===== config.mk =====
export PLATFORM = sky130hd
export DESIGN_NAME = timer_bank
export DESIGN_NICKNAME = d
export VERILOG_FILES = /design/src/rtl/timer_bank.sv
export SDC_FILE = /design/constraint.sdc
export NUM_CORES = 1
export LEC_CHECK = 0
export BUFFER_PORTS_ARGS = -buffer_cell sky130_fd_sc_hd__buf_2
export CORE_MARGIN = 3
export CORE_UTILIZATION = 50
export DETAILED_ROUTE_END_ITERATION = 12
export GPL_TIMING_DRIVEN = 0
export PLACE_DENSITY = 0.73
export SETUP_SLACK_MARGIN = 0.1
export SLEW_MARGIN = 10
export SYNTH_ARGS = -nofsm -noshare
export SYNTH_HDL_FRONTEND = slang
export SYNTH_SLANG_ARGS = --single-unit
export TNS_END_PERCENT = 5

===== constraint.sdc =====
create_clock -name sysclk -period 6.2 [get_ports sysclk]
set_input_delay 1.24 -clock sysclk [delete_from_list [all_inputs] [get_ports sysclk]]
set_output_delay 1.24 -clock sysclk [all_outputs]
set_load 0.1 [all_outputs]

===== src/rtl/timer_bank.sv =====
// Multi-channel memory-mapped timer bank with shared prescaler, per-channel
// one-shot/auto-reload counting and write-1-to-clear interrupt status.
module timer_bank #(
  parameter int unsigned N_CH      = 2,
  parameter int unsigned WIDTH     = 32,
  parameter int unsigned PRESCALE  = 1,
  parameter logic [31:0] BASE_ADDR = 32'h4000_0100
) (
  input  logic        sysclk,
  input  logic        reset,
  input  logic        rd,
  input  logic        wr,
  input  logic [31:0] addr,
  input  logic [31:0] wdata,
  output logic [31:0] rdata,
  input  logic        pc_31,
  output logic        irq
);

  localparam int unsigned PS_W = (PRESCALE > 1) ? $clog2(PRESCALE) : 1;
  localparam logic [PS_W-1:0]  PS_LAST = PS_W'(PRESCALE - 1);
  localparam logic [WIDTH-1:0] TL_MAX  = {WIDTH{1'b1}};
  localparam logic [1:0] REG_TH   = 2'd0;
  localparam logic [1:0] REG_TL   = 2'd1;
  localparam logic [1:0] REG_TCON = 2'd2;

  logic [PS_W-1:0]  ps_cnt;
  logic             tick;
  logic [WIDTH-1:0] th [N_CH];
  logic [WIDTH-1:0] tl [N_CH];
  logic [N_CH-1:0]  en, ie, st, os;

  logic             hit;
  logic [3:0]       ch_sel;
  logic [1:0]       reg_sel;
  logic [WIDTH-1:0] wval;
  logic [N_CH-1:0]  th_we, tl_we, tcon_we;
  logic [N_CH-1:0]  count_en, ovf, os_next;
  logic             unused_addr_bits;

  assign hit              = (addr[31:8] == BASE_ADDR[31:8]);
  assign ch_sel           = addr[7:4];
  assign reg_sel          = addr[3:2];
  assign wval             = wdata[WIDTH-1:0];
  assign tick             = (ps_cnt == PS_LAST);
  assign unused_addr_bits = ^addr[1:0];

  // Per-channel write strobes; channels at or above N_CH never match.
  always_comb begin
    th_we   = '0;
    tl_we   = '0;
    tcon_we = '0;
    for (int i = 0; i < int'(N_CH); i++) begin
      if (wr && hit && (ch_sel == 4'(i))) begin
        case (reg_sel)
          REG_TH:   th_we[i]   = 1'b1;
          REG_TL:   tl_we[i]   = 1'b1;
          REG_TCON: tcon_we[i] = 1'b1;
          default:  ;
        endcase
      end
    end
  end

  // A TCON write that clears EN suppresses the tick on the same edge.
  always_comb begin
    count_en = '0;
    ovf      = '0;
    os_next  = '0;
    for (int i = 0; i < int'(N_CH); i++) begin
      count_en[i] = tick && en[i] && !(tcon_we[i] && !wdata[0]);
      ovf[i]      = count_en[i] && (tl[i] == TL_MAX);
      os_next[i]  = tcon_we[i] ? wdata[3] : os[i];
    end
  end

  always_ff @(posedge sysclk) begin
    if (!reset) begin
      ps_cnt <= '0;
      en     <= '0;
      ie     <= '0;
      st     <= '0;
      os     <= '0;
      for (int i = 0; i < int'(N_CH); i++) begin
        th[i] <= '0;
        tl[i] <= '0;
      end
    end else begin
      ps_cnt <= tick ? '0 : ps_cnt + PS_W'(1);
      for (int i = 0; i < int'(N_CH); i++) begin
        if (th_we[i]) th[i] <= wval;

        // Software write beats reload; reload uses the pre-write TH.
        if (tl_we[i])         tl[i] <= wval;
        else if (ovf[i])      tl[i] <= th[i];
        else if (count_en[i]) tl[i] <= tl[i] + WIDTH'(1);

        if (tcon_we[i]) begin
          en[i] <= wdata[0];
          ie[i] <= wdata[1];
          os[i] <= wdata[3];
        end
        if (ovf[i] && os_next[i]) en[i] <= 1'b0;

        // New overflow status takes priority over a simultaneous clear.
        if (ovf[i] && ie[i])               st[i] <= 1'b1;
        else if (tcon_we[i] && wdata[2])   st[i] <= 1'b0;
      end
    end
  end

  always_comb begin
    rdata = '0;
    if (rd && hit) begin
      for (int i = 0; i < int'(N_CH); i++) begin
        if (ch_sel == 4'(i)) begin
          case (reg_sel)
            REG_TH:   rdata = 32'(th[i]);
            REG_TL:   rdata = 32'(tl[i]);
            REG_TCON: rdata = {28'd0, os[i], st[i], ie[i], en[i]};
            default:  rdata = '0;
          endcase
        end
      end
    end
  end

  assign irq = (|(st & ie)) & ~pc_31;

endmodule

==> key figures <==
Yosys
  • Synthesized cell area: 8366 um^2
  • Mapped Nets: 839
  • Ys Warns: 0
  • Post-synth EDFFs: 128
  • Post-synthesis cell count: 768
  • Syn Area/Cell: 10.89 um^2
  • Post-synthesis async set-or-reset flop share: 0
  • Sequential fraction of the synthesis area: 0.4810
  • Main flop type after synthesis: edfxtp_1
  • Yosys reg bits: 137
  • Unique masters post-synth: 54

Die
  • Initial Util: 0.5191
  • DIE HEIGHT: 135.4 um
  • Die area: 18,320 um^2
  • Num rows: 46
  • Core ar.: 16,120 um^2
  • Die width: 135.4 um
  • I/O pin total: 102

Worst setup path
  • Setup CP Type: in2out
  • Crit path required time: 4960 ps
  • Cell Chain, Critical Path: buf_2 -> nor4b_1 -> nand4_1 -> or3_1 -> or2_2 -> clkbuf_1 -> clkbuf_1 -> nor2b_1 -> buf_2
  • Slowest stage cell on the critical path: or3_1
  • Buf/Inv on CP: 4
  • Cells on worst reg2reg path: 8
  • Worst stage delay on the critical path: 520 ps
  • Crit-path max FO: 10
  • Worst Setup Start Kind: primary input
  • Top delay family on crit path: simple AND/OR/NAND/NOR gates
  • CP endpoint kind: output port
  • Critical Path Stages: 9
  • R2R Setup Slk: 2320 ps
  • Crit path DAT: 4160 ps

Flow run
  • Max-Cap Viols: 0

CTS
  • Clock buffer depth: 2
  • Setup Buffers After CTS: 0
  • Worst-Skew Late Latency: 440 ps
  • CTS tree: done
  • H-tree depth reported by CTS: 4
  • Clock transition time at the flip-flop clock pins of the worst setup and hold paths: 60 ps
  • Clk sinks: 137
  • Post-CTS resize count: 0
  • CTS root buffer: clkbuf_16
  • CTS buffer count: 17
  • CTS hold repair buffers: 0

Placement
  • I/O Buffers: 98
  • Dpl cell area: 9304 um^2
  • Placed insts: 1,088
  • RePlAce Congestion: 0.9158
  • Dpl ws: 847.9 ps
  • Post-DP HPWL: 17,870 um

GRT
  • First-pass GRT wire length: 39,050 um
  • Vias in the first global route: 6,981
  • GR Overflow Total: 0
  • Initial antenna violation count: 0
  • Pin count of the biggest net entering global routing: 23
  • GRT Util Overall: 0.2814

Final layout
  • Multi-input gate area in the final layout: 4130 um^2
  • Final Util: 0.6161
  • Layout cell share with drive strength beyond 1: 0.2124
  • Post-Layout Cell Count: 1,120
  • Sequential standard cell area: 4024 um^2
  • # diodes: 0
  • # fillers: 1,355
  • Synth-to-layout area growth: 18.70%
  • Fin area: 9930 um^2
  • Final #Nets: 962

Routing
  • Vias: 7,222
  • Drt pass-1 iters: 6
  • Routed len/inst: 22.50 um
  • DRT iter0 DRCs: 926
  • Post-route DRC: 0
  • Routed Antenna Nets: 0
  • Routed wire length: 25,200 um
  • Via/cell ratio: 6.448

Timing
  • Setup Viol. Count Final: 0
  • RSZ-0062 raised after global routing: false
  • Fin crit share: 0.8711
  • Slew Limit Headroom: 0.1599
  • Setup Total Neg Slack: 0 ps
  • F_max: 185.2 MHz
  • Crit path time final: 5401 ps
  • Actual slew at the worst max-slew pin: 1250 ps
  • Pins over their slew limit: 0
  • Final Skew: 8.771 ps
  • Setup WS post-layout: 799.2 ps
  • Hold Vio Cnt, Final: 0
  • WHS: 519.6 ps

Power and ir drop
  • Total power: 2.319 mW
  • IR Drop Worst-Case VDD: 0.2127 mV
  • Leakage: 3.551 nW
  • PD cells: 233.5 nW/um^2

Outcome
  • Outcome: finished clean

Hold path
  • Hold Crit Class: reg2reg
  • Cell depth of the worst hold path: 2
-- synth_stat cells, types with 5 or more instances --
| library cell | count | area (um^2) |
|---|---|---|
| dfxtp_1 | 9 | 180.2 |
| xnor2_1 | 32 | 280.3 |
| mux4_2 | 28 | 630.6 |
| clkbuf_1 | 32 | 120.1 |
| nand2_1 | 78 | 292.8 |
| mux2_2 | 6 | 67.56 |
| o21ai_0 | 22 | 110.1 |
| inv_1 | 12 | 45.04 |
| and2_1 | 40 | 250.2 |
| o2bb2ai_1 | 31 | 271.5 |
| a211oi_1 | 14 | 105.1 |
| nor4b_1 | 5 | 43.79 |
| buf_2 | 12 | 60.06 |
| edfxtp_1 | 128 | 3844 |
| nor2b_1 | 32 | 200.2 |
| a31oi_1 | 23 | 143.9 |
| nor2_1 | 34 | 127.6 |
| a21oi_1 | 20 | 100.1 |
| nor4_1 | 19 | 118.9 |
| mux2i_1 | 17 | 170.2 |
| and4_1 | 6 | 52.55 |
| or4b_1 | 8 | 80.08 |
| nand4_1 | 21 | 131.4 |
| nor3_1 | 16 | 80.08 |
| nand3_1 | 40 | 200.2 |
| and3_1 | 10 | 62.56 |
| xor2_1 | 23 | 201.4 |
-- cells in the final DEF, fill, tap and decap left out, drive strengths merged, types with 5 or more instances in the layout --
cell     count
and4         6
nor2b       32
nand4       21
mux2         6
inv         14
and3        10
a211oi      14
dfxtp        9
or4b         8
xnor2       32
nor3        16
clkinv       6
a21oi       20
clkbuf      50
o2bb2ai     31
nor4        21
and2        40
nand3       40
o21ai       24
nor2        34
a31oi       23
xor2        23
mux2i       17
mux4        28
nor4b        5
buf        121
edfxtp     128
nand2       78
-- registers in the layout (all words and copies together) (netlist names) --
name	count
st	2
ie	2
ps_cnt	1
tl	64
os	2
en	2
th	64
-- routing by layer --
layer | track usage | wire length (um) | vias up
met5 | 0 | 0 | -
met4 | 0.09966 | 723 | 0
met3 | 0.05944 | 2446 | 63
met2 | 0.4367 | 11550 | 440
met1 | 0.3948 | 10480 | 3518
li1 | - | - | 3201
-- final timing paths --
check                              start   endpoint
worst min-delay path               st[0]      st[0]
worst max register to register  tl[1][0]  tl[1][18]
worst max-delay path             addr[9]  rdata[27]
worst min register to register     st[0]      st[0]
-- report_power, final --
part / switching (mW) / leakage [nW] / internal [mW] / total [mW]
sequential: 0.0304 / 1.36 / 1.04 / 1.07
clock: 0.415 / 0.297 / 0.673 / 1.09
combinational: 0.0820 / 1.90 / 0.0753 / 0.157
-- worst min-delay path: cells and delay by family, from the launching register on --
family / cells / cell delay [ps]
AO/OA/AOI/OAI: 2 / 140
flip-flops: 1 / 320
-- cell type report --
class,instances,area share
Buffer,50,0.02130
Clock inverter,15,0.02016
Tap cell,216,0.02722
Clock buffer,17,0.04284
Timing Repair Buffer,104,0.06275
Inverter,12,0.004536
Sequential cell,137,0.4052
Multi-Input combinational cell,569,0.4160
-- logic make-up (layout without fill, tap and decap cells) --
logic type	count (synthesis)	count (layout)	share of synthesized area
compound gates	130	130	0.1069
xor+xnor	55	55	0.05758
fa+ha+maj	2	2	0.002991
buf+inv	62	198	0.03066
flops	137	137	0.4810
mux	51	51	0.1038
other cells	1	1	0.0004483
simple gates	330	330	0.2166
Note: power is estimated with default switching activity, not from simulation.
